[src/rtl/trans_tx_fetch_ipa.sv]
// Two-lane TCDM read fetcher feeding the TX data buffer.
// A command gives a base address and a beat count; each beat is one 32-bit word per lane
// (lane k of beat n reads base + 8*n + 4*k). Each lane issues, buffers and pushes on its own,
// throttled by a 2-slot credit that covers both in-flight reads and buffered words.
module trans_tx_fetch_ipa #(
  parameter int unsigned ADDR_WIDTH = 32,
  parameter int unsigned LEN_WIDTH  = 16
) (
  input  logic                       clk_i,
  input  logic                       rst_i,
  input  logic                       cmd_req_i,
  output logic                       cmd_gnt_o,
  input  logic [ADDR_WIDTH-1:0]      cmd_addr_i,
  input  logic [LEN_WIDTH-1:0]       cmd_len_i,
  output logic [1:0]                 tcdm_req_o,
  output logic [1:0][ADDR_WIDTH-1:0] tcdm_add_o,
  input  logic [1:0]                 tcdm_gnt_i,
  input  logic [1:0]                 tcdm_r_valid_i,
  input  logic [1:0][31:0]           tcdm_r_rdata_i,
  output logic [1:0][31:0]           tx_data_push_dat_o,
  output logic [1:0]                 tx_data_push_req_o,
  input  logic [1:0]                 tx_data_push_gnt_i,
  output logic                       busy_o,
  output logic                       done_o
);

  typedef enum logic {StIdle, StRun} state_e;

  state_e                       r_state;
  logic [ADDR_WIDTH-1:0]        r_base;
  logic [LEN_WIDTH-1:0]         r_len;
  logic                         r_done;
  logic                         r_rst_dly;
  logic [1:0][LEN_WIDTH-1:0]    r_issued;
  logic [1:0]                   r_out;
  logic [1:0][1:0][31:0]        r_mem;
  logic [1:0]                   r_wptr;
  logic [1:0]                   r_rptr;
  logic [1:0][1:0]              r_occ;

  logic [1:0]                   w_req;
  logic [1:0]                   w_grant;
  logic [1:0]                   w_wr;
  logic [1:0]                   w_pop;
  logic [1:0][ADDR_WIDTH-1:0]   w_addr;
  logic                         w_all_done;

  // Per-lane request, credit and FIFO handshake decode.
  always_comb begin
    for (int k = 0; k < 2; k++) begin
      w_pop[k]   = (r_occ[k] != 2'd0) & tx_data_push_gnt_i[k];
      // Responses only count when a read is actually in flight on this lane.
      w_wr[k]    = tcdm_r_valid_i[k] & r_out[k];
      // A pop this cycle frees a slot in time for the response of a read granted now,
      // which keeps one beat per cycle sustainable without ever overfilling the FIFO.
      w_req[k]   = (r_state == StRun) && (r_issued[k] != r_len) &&
                   (({1'b0, r_occ[k]} + {2'b00, r_out[k]} - {2'b00, w_pop[k]}) < 3'd2);
      w_grant[k] = w_req[k] & tcdm_gnt_i[k];
      w_addr[k]  = r_base + (ADDR_WIDTH'(r_issued[k]) << 3) + ADDR_WIDTH'(4 * k);
    end
  end

  assign w_all_done = (r_issued[0] == r_len) && (r_issued[1] == r_len) && (r_out == 2'b00) &&
                      (r_occ[0] == 2'd0) && (r_occ[1] == 2'd0);

  // Output drive; address and data read as zero whenever they are not meaningful.
  always_comb begin
    for (int k = 0; k < 2; k++) begin
      tcdm_req_o[k]         = w_req[k];
      tcdm_add_o[k]         = w_req[k] ? w_addr[k] : '0;
      tx_data_push_req_o[k] = (r_occ[k] != 2'd0);
      tx_data_push_dat_o[k] = (r_occ[k] != 2'd0) ? r_mem[k][r_rptr[k]] : 32'd0;
    end
  end

  assign cmd_gnt_o = (r_state == StIdle);
  assign busy_o    = (r_state == StRun);
  assign done_o    = r_done;

  // Command FSM: latch the command, finish when every beat has been pushed out.
  always_ff @(posedge clk_i) begin
    if (rst_i) begin
      r_state <= StIdle;
      r_base  <= '0;
      r_len   <= '0;
      r_done  <= 1'b0;
    end else begin
      r_done <= 1'b0;
      case (r_state)
        StIdle: begin
          if (cmd_req_i) begin
            if (cmd_len_i != '0) begin
              r_base  <= cmd_addr_i & ~ADDR_WIDTH'(7);
              r_len   <= cmd_len_i;
              r_state <= StRun;
            end else begin
              r_done <= 1'b1;
            end
          end
        end
        StRun: begin
          if (w_all_done) begin
            r_state <= StIdle;
            r_done  <= 1'b1;
          end
        end
        default: r_state <= StIdle;
      endcase
    end
  end

  // Per-lane issue counters, in-flight flags and FIFO pointers/occupancy.
  always_ff @(posedge clk_i) begin
    if (rst_i) begin
      r_issued <= '0;
      r_out    <= '0;
      r_wptr   <= '0;
      r_rptr   <= '0;
      r_occ    <= '0;
    end else begin
      for (int k = 0; k < 2; k++) begin
        if (r_state == StIdle) begin
          r_issued[k] <= '0;
        end else if (w_grant[k]) begin
          r_issued[k] <= r_issued[k] + LEN_WIDTH'(1);
        end
        // Response lands exactly one cycle after the grant.
        r_out[k] <= w_grant[k];
        if (w_wr[k]) begin
          r_wptr[k] <= ~r_wptr[k];
        end
        if (w_pop[k]) begin
          r_rptr[k] <= ~r_rptr[k];
        end
        case ({w_wr[k], w_pop[k]})
          2'b10:   r_occ[k] <= r_occ[k] + 2'd1;
          2'b01:   r_occ[k] <= r_occ[k] - 2'd1;
          default: r_occ[k] <= r_occ[k];
        endcase
      end
    end
  end

  // FIFO storage; contents are don't-care while the matching occupancy is zero.
  always_ff @(posedge clk_i) begin
    for (int k = 0; k < 2; k++) begin
      if (w_wr[k]) begin
        r_mem[k][r_wptr[k]] <= tcdm_r_rdata_i[k];
      end
    end
  end

  // Tracks the cycle after reset, when a response to a pre-reset grant may still arrive.
  always_ff @(posedge clk_i) begin
    r_rst_dly <= rst_i;
  end

  ap_no_stray_rvalid: assert property (@(posedge clk_i) disable iff (rst_i || r_rst_dly)
    ((tcdm_r_valid_i & ~r_out) == 2'b00));

endmodule

[config.mk]
export PLATFORM = sky130hd
export DESIGN_NAME = trans_tx_fetch_ipa
export DESIGN_NICKNAME = d
export VERILOG_FILES = /design/src/rtl/trans_tx_fetch_ipa.sv
export SDC_FILE = /design/constraint.sdc
export NUM_CORES = 1
export LEC_CHECK = 0
export CORE_ASPECT_RATIO = 0.9
export CORE_MARGIN = 2
export CORE_UTILIZATION = 51
export CTS_BUF_LIST = sky130_fd_sc_hd__clkbuf_8 sky130_fd_sc_hd__clkbuf_16
export DETAILED_ROUTE_END_ITERATION = 6
export GPL_TIMING_DRIVEN = 0
export PLACE_DENSITY_LB_ADDON = 0.08
export SLEW_MARGIN = 20
export SYNTH_ARGS = -nofsm -noshare
export SYNTH_HDL_FRONTEND = slang
export SYNTH_SLANG_ARGS = --single-unit
[constraint.sdc]
create_clock -name clk_i -period 4.1 [get_ports clk_i]
set_input_delay 0.82 -clock clk_i [delete_from_list [all_inputs] [get_ports clk_i]]
set_output_delay 0.82 -clock clk_i [all_outputs]
set_load 0.005 [all_outputs]
## After elaboration in Yosys (flattened, before gate mapping)

Index checks and enable logic that the tools add are counted.

- Flip-flop bits (word level): 217
- Latch bits: 0
- Bits in writable memories: 0
- ROM bits: 0
- Memories kept: 0

- Add/sub/neg operators: 13
- Multipliers: 0
- Div/mod/pow operators: 0
- Order comparisons: 8
- Eq/ne operators: 8
- Shifts and indexed selects: 0
- Muxes and demuxes: 24
- Bitwise logic cells: 11
- Reductions and logical operators: 20

Operators with widths:

| operator | count |
|---|---|
| $mux W32 | 10 |
| $bwmux W64 | 2 |
| $add A32 B19 Y32 | 2 |
| $demux W32 S1 | 2 |
| $add A16 B1 Y16 const B | 2 |
| $add A32 B3 Y32 const B | 1 |
| $eq A16 B16 Y1 | 2 |
| $ne A16 B16 Y1 | 2 |
| $reduce_bool A16 Y1 | 1 |
| $logic_and A1 B1 Y1 | 10 |
| $lt A1 B2 Y1 const B | 4 |
| $pmux W2 S2 | 2 |
| $reduce_bool A2 Y1 | 4 |
| $add A2 B1 Y3 | 2 |
| $and A1 B1 Y1 | 6 |
| $logic_not A2 Y1 | 3 |
| $lt A3 B2 Y1 const B | 2 |
| $mux W1 | 6 |
| $sub A3 B1 Y3 | 2 |
| $not A1 Y1 | 5 |
| $add A2 B1 Y2 const B | 2 |
| $eq A2 B1 Y1 const B | 2 |
| $eq A2 B2 Y1 const B | 2 |
| $pmux W1 S2 | 2 |
| other kinds (4) | 6 |

## Logic depth before layout (Yosys ltp)

- Depth after elaboration: 7
- Mapped depth: 14

## Worst setup path after synthesis

OpenSTA, ideal clock, no wires.

- Path type: input to output
- Start point: input tx_data_push_gnt_i[1]
- End point: output tcdm_add_o[44] (netlist bit)
- Arrival: 2929 ps
- Data required time: 3280 ps
- Path slack: 351 ps
- Cell stages on the path: 11
- Buffers on the path: 3
- Cell sequence: and2_1 ha_1 nand2b_1 fa_1 xnor2_1 and3_1 buf_2 nand2_1 buf_2 buf_1 nor2_1

RTL lines:

| element | RTL line | RTL |
|---|---|---|
| from (decl) | 22 | `input logic [1:0] tx_data_push_gnt_i,` |
| to (decl) | 16 | `output logic [1:0][ADDR_WIDTH-1:0] tcdm_add_o,` |

==> results.env <==
RUN_STATUS='complete, no violations'
CRITICAL_PATH.MAX_FANOUT=5
GRT_PASS1_VIAS=9479
TIMING.SETUP.TNS_NS=0
SYN-CELL-AREA_UM2=11300
FF_LATCH_AREA_UM2=5650
WORSTPATHBUFFERINVERTERCOUNT=4
SYNTH-SEQ-AREA-SHARE_PCT=49.7
CRITPATHMAXSTAGEDELAY_NS=0.52
DESIGN.PORTCOUNT=256
TIMING.FINAL.CRIT_SHARE_PCT=97.0
SYN_AVG_CELL_AREA_UM2=9.83
CRITICAL-PATH-TOP-DELAY-FAMILY='simple AND/OR/NAND/NOR gates'
TOP_CELL_TYPE_S_SHARE_OF_SYNTHESIZED_AREA_PCT=34.0
ARRIVAL_NS=3.16
WORSTHOLDSTART='r_base[31]$_SDFFE_PP0P_'
WORST_PATH_MAX_DELAY_CELL='sky130_fd_sc_hd__fa_2'
CRIT_TYPE='reg -> out'
DIE_AREA_UM2=23400
ROUTE.DETAILED.VIAS_PER_INST=5.52
TOTAL_VIA_COUNT_IN_THE_ROUTED_DESIGN=9825
FINISH.NET_COUNT=1634
MAXIMUM_CLOCK_FREQUENCY_GHz=0.251
FINALHOLDVIOLCOUNT=0
POSTSYNTH.ASYNCRESETSHARE_PCT=0
COUNT_OF_ANTENNA_DIODES_IN_THE_LAYOUT=0
POST-DP-HPWL_UM=23200
FLOORPLAN.ROWS=51
CRITPATHREQUIREDTIME_NS=3.28
POWERDENSITY_nW_PER_UM2=341
GRTUSAGETOTAL_PCT=26.5
LAYOUT-AREA-OVERHEAD-VS-SYNTH_PCT=37.8
REG_TO_REG_CRITICAL_PATH_ENDPOINT='r_issued[12]$_SDFFE_PP0P_'
WORST-R2R-SETUP-SLACK_NS=1.00
GRT_PASS1_WL_UM=49600
WORST_SKEW_PAIR.LATE_LATENCY_NS=0.53
MIN_PATH_CELLS=2
NUMPORTBUFFERS=247
TIMING.FINAL.MAX_SLEW_VIOLATIONS=0
MAXIMUM_NUMBER_OF_PINS_ON_ONE_NET_BEFORE_GLOBAL_ROUTE_REPAIR=27
CLOCKROOTBUFFER='sky130_fd_sc_hd__clkbuf_16'
GP_ROUTABILITY_CONGESTION=0.929
CLOCK_TREE.HTREE_LEVEL_COUNT=1
SLEW-LIMIT-HEADROOM_PCT=42.9
START_UTIL_PCT=52.2
R2R-START='r_occ[1]$_SDFFE_PP0P_'
YS_FF_LATCH=217
WORST_PIN_SLEW_NS=0.852
CTS_TREE='done'
PATH_CLK_SLEW_NS=0.06
FRACTION_OF_LAYOUT_INSTANCES_USING_A_DRIVE_STRENGTH_ABOVE_1_PCT=13.8
DIE_H_UM=145
DRV_CAP=0
SYNTH.AREA.TOP_CELLS='sky130_fd_sc_hd__edfxtp_1 34%, sky130_fd_sc_hd__dfxtp_1 16%, sky130_fd_sc_hd__mux2i_1 6.7%, sky130_fd_sc_hd__nand2_1 5.3%, sky130_fd_sc_hd__nor2_1 4.7%'
MAX-VDD-IR-DROP_mV=0.338
DRT_WL_TOTAL_UM=31700
FINCLKSKEW_NS=0.0170
FINAL_ANTENNA_NET_COUNT=0
CTS_MAX_PATH_BUFFERS=3
WORSTREGTOREGCELLS=13
FINALCRITICALPERIOD_NS=3.98
SYNTHCELLS=1151
YOSYS.CELL_TYPES.COUNT=57
DIE_WIDTH_UM=161
LEADING_AREA_CONTRIBUTOR_AFTER_SYNTHESIS='sky130_fd_sc_hd__edfxtp_1'
HOLD_PATH_END='r_base[31]$_SDFFE_PP0P_'
FLOORPLAN.CORE_AREA_UM2=21700
FIN_WORST_HOLD_SLACK_NS=0.485
YOSYS_WARNINGS=0
ROUTE.DETAILED.WL_PER_INST_UM=17.8
CTSHOLDBUFFERS=0
SYNTH_COMMON_CELLS='159 x sky130_fd_sc_hd__nand2_1, 143 x sky130_fd_sc_hd__nor2_1, 128 x sky130_fd_sc_hd__edfxtp_1'
ENDPOINT_KIND='primary output'
POWER.LEAKAGE_nW=5.85
GLOBAL_ROUTE.OVERFLOW_TOTAL=0
FIRST_PASS_ITERS=5
TRITONCTS_BUFFER_COUNT=24
TOTAL_CLOCK_SINKS=217
SETUP.WORST_PATH.START_CLASS='flop'
MIN-DELAY-PATH-CLASS='reg -> reg'
AREA_OF_COMBINATIONAL_CELLS_WITH_MULTIPLE_INPUTS_UM2=5600
FIRST_ITER_VIOLATIONS=657
FILLCELLCOUNT=1680
EDFF_COUNT_SYNTH=128
GRT_ANTENNA_BEFORE_REPAIR=0
YOSYSMOSTFREQUENTCELL='sky130_fd_sc_hd__nand2_1'
POSTSYNTH.TOPFLOPCELL='sky130_fd_sc_hd__edfxtp_1'
PATH_CELLS='nor2_4 -> inv_2 -> and2_4 -> ha_4 -> nand2b_4 -> fa_2 -> and3_4 -> nand2_8 -> buf_8 -> buf_6 -> a211o_1 -> nand2_2 -> buf_2'
SETUP_VIOLATIONS=0
POST-ROUTE-DRC-COUNT=0
[logic make-up (layout without fill, tap and decap cells)]
kind of cell / Yosys count / in the layout / share of synthesized area (%)
buffers and inverters: 80 / 413 / 3.04
other: 1 / 5 / 0.0331
adder cells (fa/ha/maj): 42 / 42 / 4.91
XOR/XNOR: 84 / 84 / 6.50
AND/OR/NAND/NOR: 449 / 450 / 18.3
AO/OA/AOI/OAI: 199 / 199 / 10.4
multiplexers: 79 / 79 / 7.02
flip-flops: 217 / 217 / 49.7
[registers in the layout, indices dropped and copies added, names as in the netlist]
name	cells
busy_o	1
r_base	29
r_occ	4
r_rptr	2
r_mem	128
r_issued	32
done_o	1
r_wptr	2
r_out	2
r_len	16
[worst reg2reg max path: stages (launching register included)]
cell and delay (ns):
sky130_fd_sc_hd__dfxtp_4 0.36, sky130_fd_sc_hd__nor2_4 0.15, sky130_fd_sc_hd__inv_2 0.05, sky130_fd_sc_hd__and2_4 0.15, sky130_fd_sc_hd__ha_4 0.20, sky130_fd_sc_hd__nand2b_4 0.13
sky130_fd_sc_hd__fa_2 0.53, sky130_fd_sc_hd__nand3_2 0.10, sky130_fd_sc_hd__buf_4 0.19, sky130_fd_sc_hd__or2_2 0.29, sky130_fd_sc_hd__buf_2 0.16, sky130_fd_sc_hd__nor3_2 0.34
sky130_fd_sc_hd__a21oi_1 0.11, sky130_fd_sc_hd__a31o_2 0.22
[placed cells by master (no fill, tap or decap), types with 23 or more instances in the layout]
| cell type | instances |
|---|---|
| sky130_fd_sc_hd__a21oi_1 | 96 |
| sky130_fd_sc_hd__and3_1 | 23 |
| sky130_fd_sc_hd__buf_2 | 30 |
| sky130_fd_sc_hd__buf_4 | 41 |
| sky130_fd_sc_hd__clkbuf_1 | 32 |
| sky130_fd_sc_hd__clkbuf_16 | 25 |
| sky130_fd_sc_hd__clkdlybuf4s50_1 | 185 |
| sky130_fd_sc_hd__dfxtp_1 | 79 |
| sky130_fd_sc_hd__dlygate4sd2_1 | 31 |
| sky130_fd_sc_hd__edfxtp_1 | 128 |
| sky130_fd_sc_hd__ha_1 | 35 |
| sky130_fd_sc_hd__mux2i_1 | 73 |
| sky130_fd_sc_hd__nand2_1 | 156 |
| sky130_fd_sc_hd__nor2_1 | 132 |
| sky130_fd_sc_hd__o21ai_0 | 26 |
| sky130_fd_sc_hd__xnor2_1 | 49 |
| sky130_fd_sc_hd__xor2_1 | 33 |
[routing by layer]
metal  share of wire, %  global-route usage [%]
met4                2.8                    7.41
met5                  0                       0
met1                 41                    34.9
met3                8.6                    6.15
met2                 47                    43.9
[timing repair]
action	CTS	global route
pin swaps	18	13
cloned	1	0
setup endpoints to repair	61	47
buffers inserted	34	6
resized for setup	228	16
[how the worst max path moves through the flow]
stage                     startpoint             end  slack [ns]  cells past startpoint
2_1_floorplan  tx_data_push_gnt_i[1]  tcdm_add_o[44]        0.35                     11
3_3_place_gp   tx_data_push_gnt_i[1]  tcdm_add_o[58]       -1.22                     13
3_5_place_dp   tx_data_push_gnt_i[1]  tcdm_add_o[56]       -1.27                     13
4_1_cts        r_occ[2]$_SDFFE_PP0P_  tcdm_add_o[56]       -0.01                     15
5_1_grt        r_occ[1]$_SDFFE_PP0P_   tcdm_add_o[6]      -0.004                     13
6_report       r_occ[3]$_SDFFE_PP0P_  tcdm_add_o[57]        0.12                     13
[layout make-up]
cell class                      instances  area share, %
Buffer                                 56           2.13
Inverter                               22          0.594
Clock buffer                           26           4.03
Multi-Input combinational cell        859           35.9
Sequential cell                       217           36.2
Timing Repair Buffer                  291           17.6
Clock inverter                         18           1.18
Tap cell                              291           2.34
[metrics by stage]
stage               power (mW)  setup WS, ns  instance area, um^2  util (%)  instances
global placement          3.08         -1.22                14200      65.3       1693
detailed placement        3.10         -1.27                14300      65.8       1697
CTS                       5.36       -0.0125                15500      71.7       1776
finish                    5.32         0.122                15600      71.9       1780
floorplan                 2.75         0.351                11300         -       1155
global route              5.52      -0.00423                15600      71.9       1780
[power by group]
group	total, mW	switching, mW	internal (mW)
registers	2.40	0.0475	2.35
clock network	2.16	0.865	1.30
logic	0.762	0.365	0.397
total	5.32	1.28	4.04
No activity file was read; power rests on OpenSTA's default activity.
==> RTL change 1, RTL diff (same flow settings) <==
Make the reset (`rst_i`) asynchronous in 2 clocked blocks.
--- a/src/rtl/trans_tx_fetch_ipa.sv
+++ b/src/rtl/trans_tx_fetch_ipa.sv
@@ -78,7 +78,7 @@
   assign done_o    = r_done;
 
   // Command FSM: latch the command, finish when every beat has been pushed out.
-  always_ff @(posedge clk_i) begin
+  always_ff @(posedge clk_i or posedge rst_i) begin
     if (rst_i) begin
       r_state <= StIdle;
       r_base  <= '0;
@@ -110,7 +110,7 @@
   end
 
   // Per-lane issue counters, in-flight flags and FIFO pointers/occupancy.
-  always_ff @(posedge clk_i) begin
+  always_ff @(posedge clk_i or posedge rst_i) begin
     if (rst_i) begin
       r_issued <= '0;
       r_out    <= '0;
Behaviour: differs if rst_i is asserted again (counterexample within 4 cycles, from zero or initial values and one cycle with rst_i high); with rst_i held inactive, the same outputs for 4 cycles.
==> RTL change 1 against the unedited design <==
  * Final area grew 1.9%
  * Die area increased by 2.7%
  * Area after synthesis increased by 2.8%
  * Non-clock buffer count is 30 lower
  * Sequential cell count did not move
  * Global-route usage decreased by 0.73 points
  * Worst hold slack improved by 0.060 ns
  * First-iteration DRC count increased by 15%
  * Worst setup slack worse by 0.026 ns
  * Routed wire length increased by 0.45%
  * Count of clock-buffer cells in the layout down 2
  * Critical path type is now input pin to output port
  * Largest cell class unchanged
Power is not compared: it rests on default switching activity, and its combinational part moved more than twofold at a synthesized area within 25%.
==> RTL change 1: results (changes against the unedited design) <==
Routing
  • Drt first-iter violations: 757 (was 657)
  • Drt pass-1 iters: 6 (was 5)
  • DRT Wirelength: 31860 µm (was 31720 µm)
  • Drt wl/cell: 19.21 µm (was 17.82 µm)
  • Antenna Nets Post-Route: 0 (unchanged)
  • Met1 Routed Length: 12760 µm (was 13090 µm)
  • Met2 wire len: 15320 µm (was 15020 µm)
  • DR vias: 9426 (was 9825)
  • DR WL met3: 2941 µm (was 2713 µm)

Synth
  • Area contributors post-synth: edfxtp_1, dfrtp_1, mux2i_1 (was edfxtp_1, dfxtp_1, mux2i_1)
  • Async SR Flop Fraction: 0.4101 (was 0)
  • Top cells by count, synth: nor2_1, edfxtp_1, dfrtp_1, mux2i_1, nand2_1 (was nand2_1, nor2_1, edfxtp_1, a21oi_1, dfxtp_1)
  • Compound-cell area share of the yosys netlist: 0.08403 (was 0.1044)
  • Register area share after synthesis: 0.5221 (was 0.4972)
  • Synth Flop Type: edfxtp_1 (unchanged)
  • Avg Synthesized Cell Area: 11.03 µm² (was 9.830 µm²)
  • Mux contribution to synthesized area: 0.1111 (was 0.07022)
  • Adder-Cell Fraction of Synth Area: 0.04347 (was 0.04910)
  • Synth Area in XOR/XNOR: 0.06327 (was 0.06502)
  • Unique cell type count in the Yosys netlist: 64 (was 57)

Global route
  • Met1 Track Usage GR: 0.3412 (was 0.3494)
  • Vias in the first global route: 9114 (was 9479)
  • Met2 Use GR: 0.4247 (was 0.4393)
  • Met3 GRT Util: 0.06381 (was 0.06146)
  • First-pass GRT wire length: 48640 µm (was 49620 µm)
  • Largest net degree at the start of global routing: 51 (was 27)
  • GRT Overall Usage: 0.2576 (was 0.2648)

Critical path
  • Kind of cell with the highest combined delay on the critical path: buffers and inverters (was simple AND/OR/NAND/NOR gates)
  • CP peak stage delay: ~0.53 ns
  • CP max-delay cell: clkdlybuf4s50_1 (was fa_2)
  • Arrival time at the worst endpoint: 3.18 ns (was 3.16 ns)
  • Crit-path max FO: 11 (was 5)

Timing
  • Final setup skew: 0.009995 ns (was 0.01703 ns)
  • Max-slew headroom: 0.4663 (was 0.4292)

Power
  • Worst VDD drop: 0.0003823 V

Clock network
  • H-tree depth: 1 (unchanged)
  • Resize count post-CTS: 107 (was 228)
  • Post-CTS setup repair buffer count: 14 (was 34)

Placement
  • Post-DP HPWL: 23160 µm (was 23240 µm)
  • RePlAce Congestion: 0.9284 (was 0.9288)
  • DP Worst Slack: -0.8833 ns (was -1.266 ns)
  • DP Area: 14630 µm² (was 14280 µm²)
  • Cells after DPL: 1607 (was 1697)

Final layout
  • Max FFs per register: 128 (unchanged)
  • FILL cells: 1686 (was 1680)
  • Share of layout cells above drive strength 1: 0.1307 (was 0.1377)
  • Area occupied by multi-input gates: 5557 µm² (was 5598 µm²)
  • Nets: 1503 (was 1634)
  • Ant. Diodes: 0 (unchanged)

Run status
  • Outcome: completed (unchanged)
-- RTL change 1: final cells by class --
| class | count | share of cell area |
|---|---|---|
| sequential | 217 | 0.3828 |
| multi-input combinational | 762 | 0.3499 |
| timing repair buffer | 268 | 0.1720 |
| clock buffer | 24 | 0.03781 |
| tap | 297 | 0.02340 |
| buffer | 49 | 0.01772 |
| clock inverter | 20 | 0.01063 |
| inverter | 22 | 0.005830 |
-- RTL change 1: final timing paths --
check	from	endpoint	slack, ns	cells past startpoint
worst max-delay path	tx_data_push_gnt_i[1]	tcdm_add_o[48]	0.1	12
worst min-delay path	r_wptr[0]	r_wptr[0]	0.54	1
worst max register to register	r_occ[1]	r_issued[9]	1.37	10
worst min register to register	r_wptr[0]	r_wptr[0]	0.54	1
max in group asynchronous	rst_i	r_issued[16]	2.82	3
min in group asynchronous	rst_i	r_base[29]	0.68	2
-- RTL change 1: report_power, final --
group | switching [mW] | internal (mW)
clock | 0.884 | 1.20
sequential | 0.242 | 2.64
combinational | 1.71 | 1.74
==> RTL change 2, RTL diff (same settings) <==
Without the edit above. Change the parameter `LEN_WIDTH` from 16 to 32.
--- a/src/rtl/trans_tx_fetch_ipa.sv
+++ b/src/rtl/trans_tx_fetch_ipa.sv
@@ -4,7 +4,7 @@
 // throttled by a 2-slot credit that covers both in-flight reads and buffered words.
 module trans_tx_fetch_ipa #(
   parameter int unsigned ADDR_WIDTH = 32,
-  parameter int unsigned LEN_WIDTH  = 16
+  parameter int unsigned LEN_WIDTH  = 32
 ) (
   input  logic                       clk_i,
   input  logic                       rst_i,
Ports: changed (resized cmd_len_i); port bits go from 256 to 272. The function was not compared with the original's and may differ.
==> RTL change 2 against the unedited design <==
  * Final area rose by 25%
  * Sequential cell count rose by 48
  * Final cell count rose by 25%
  * Register-to-register slack got worse by 0.02 ns
  * Via count rose by 27%
  * Routed wire length rose by 38%
  * Worst setup slack got worse by 0.099 ns
  * Worst hold slack improved by 0.043 ns
  * Non-clock buffer count rose by 26
  * Total power rose by 21%
  * Area after synthesis rose by 29%
  * Clock power rose by 22%
  * Sequential share of layout area fell by 2.2 points
  * Fmax fell by 2.4%
  * Critical path type unchanged
  * Critical endpoint is now tcdm_add_o[24]
==> RTL change 2: results (changes against the unedited design) <==
Run status
  • Outcome: completed (unchanged)

Synth
  • Mux contribution to synthesized area: 0.08887 (was 0.07022)
  • Top cells by count, synth: nor2_1, dfxtp_1, mux2i_1, edfxtp_1, xor2_1 (was nand2_1, nor2_1, edfxtp_1, a21oi_1, dfxtp_1)
  • Register area share after synthesis: 0.4498 (was 0.4972)
  • Synth Flop Type: dfxtp_1 (was edfxtp_1)
  • Synth Area in XOR/XNOR: 0.09511 (was 0.06502)
  • Compound-cell area share of the yosys netlist: 0.09639 (was 0.1044)

Global route
  • Met3 GRT Util: 0.06725 (was 0.06146)
  • Met1 Track Usage GR: 0.3900 (was 0.3494)
  • First-pass GRT wire length: 66650 µm (was 49620 µm)
  • Initial antenna violation count: 1 (was 0)
  • GRT Overall Usage: 0.2855 (was 0.2648)

Clock network
  • CTS buffer count: 29 (was 24)
  • Worst skew pair latency: 0.56 ns (was 0.53 ns)

Power
  • Worst VDD drop: 0.0003259 V (was 0.0003377 V)

Placement
  • RePlAce Congestion: 0.9182 (was 0.9288)
  • Post-DP HPWL: 33050 µm (was 23240 µm)

Routing
  • DR vias: 12460 (was 9825)
  • Met2 wire len: 19180 µm (was 15020 µm)
  • Uppermost layer routed: met5 (was met4)
  • Drt wl/cell: 19.66 µm (was 17.82 µm)
  • Drt first-iter violations: 1052 (was 657)
  • Mean number of vias per cell: 5.608 (was 5.520)

Timing
  • Max-slew headroom: 0.5111 (was 0.4292)

Worst hold path
  • Worst hold start: r_occ[3] (was r_base[31])
  • Hold Crit Endpoint: r_occ[3] (was r_base[31])

Final layout
  • Bufs w/o clock: 373 (was 347)
  • Clock buf/inv share: 0.05074 (was 0.05208)
  • Sequential cell area share: 0.3409 (was 0.3624)
  • Clkbuf count: 36 (was 26)
  • Share of layout cells above drive strength 1: 0.1171 (was 0.1377)
  • Inverters: 40 (was 22)
  • FILL cells: 2247 (was 1680)

Critical path
  • Arrival time at the worst endpoint: 3.26 ns (was 3.16 ns)
  • Reg2Reg Setup Slack: 0.98 ns (was 1.00 ns)
  • Reg2reg start: r_occ[0] (was r_occ[1])
==> RTL change 2: cell count changes in the layout (fill, tap and decap cells not counted), moves of 24 or more <==
cell | before | now
nor3_1 | 10 | 34
dfxtp_1 | 79 | 119
xor2_1 | 33 | 98
nand2_1 | 156 | 64
ha_1 | 35 | 59
nor2_1 | 132 | 245
mux2i_1 | 73 | 128
==> RTL change 2: report_power, final <==
group	leakage, nW	total [mW]	internal (mW)	switching (mW)
registers	2.28	2.90	2.83	0.0773
clock network	0.517	2.63	1.53	1.10
logic	5.02	0.876	0.453	0.423
==> RTL change 2: what timing repair did <==
action / 4_1_cts / 5_1_grt
hold buffers: 0 / 0
setup buffers: 26 / 7
pin swaps: 12 / 12
cloned: 4 / 0
resized for setup: 150 / 54
setup endpoints to repair: 61 / 44
==> RTL change 2: per-stage QoR <==
step	total power [mW]	cell area, µm²
floorplan	3.320	14660
CTS	6.423	19240
finish	6.414	19430
detailed placement	3.727	17860
global placement	3.710	17740
global route	6.630	19430
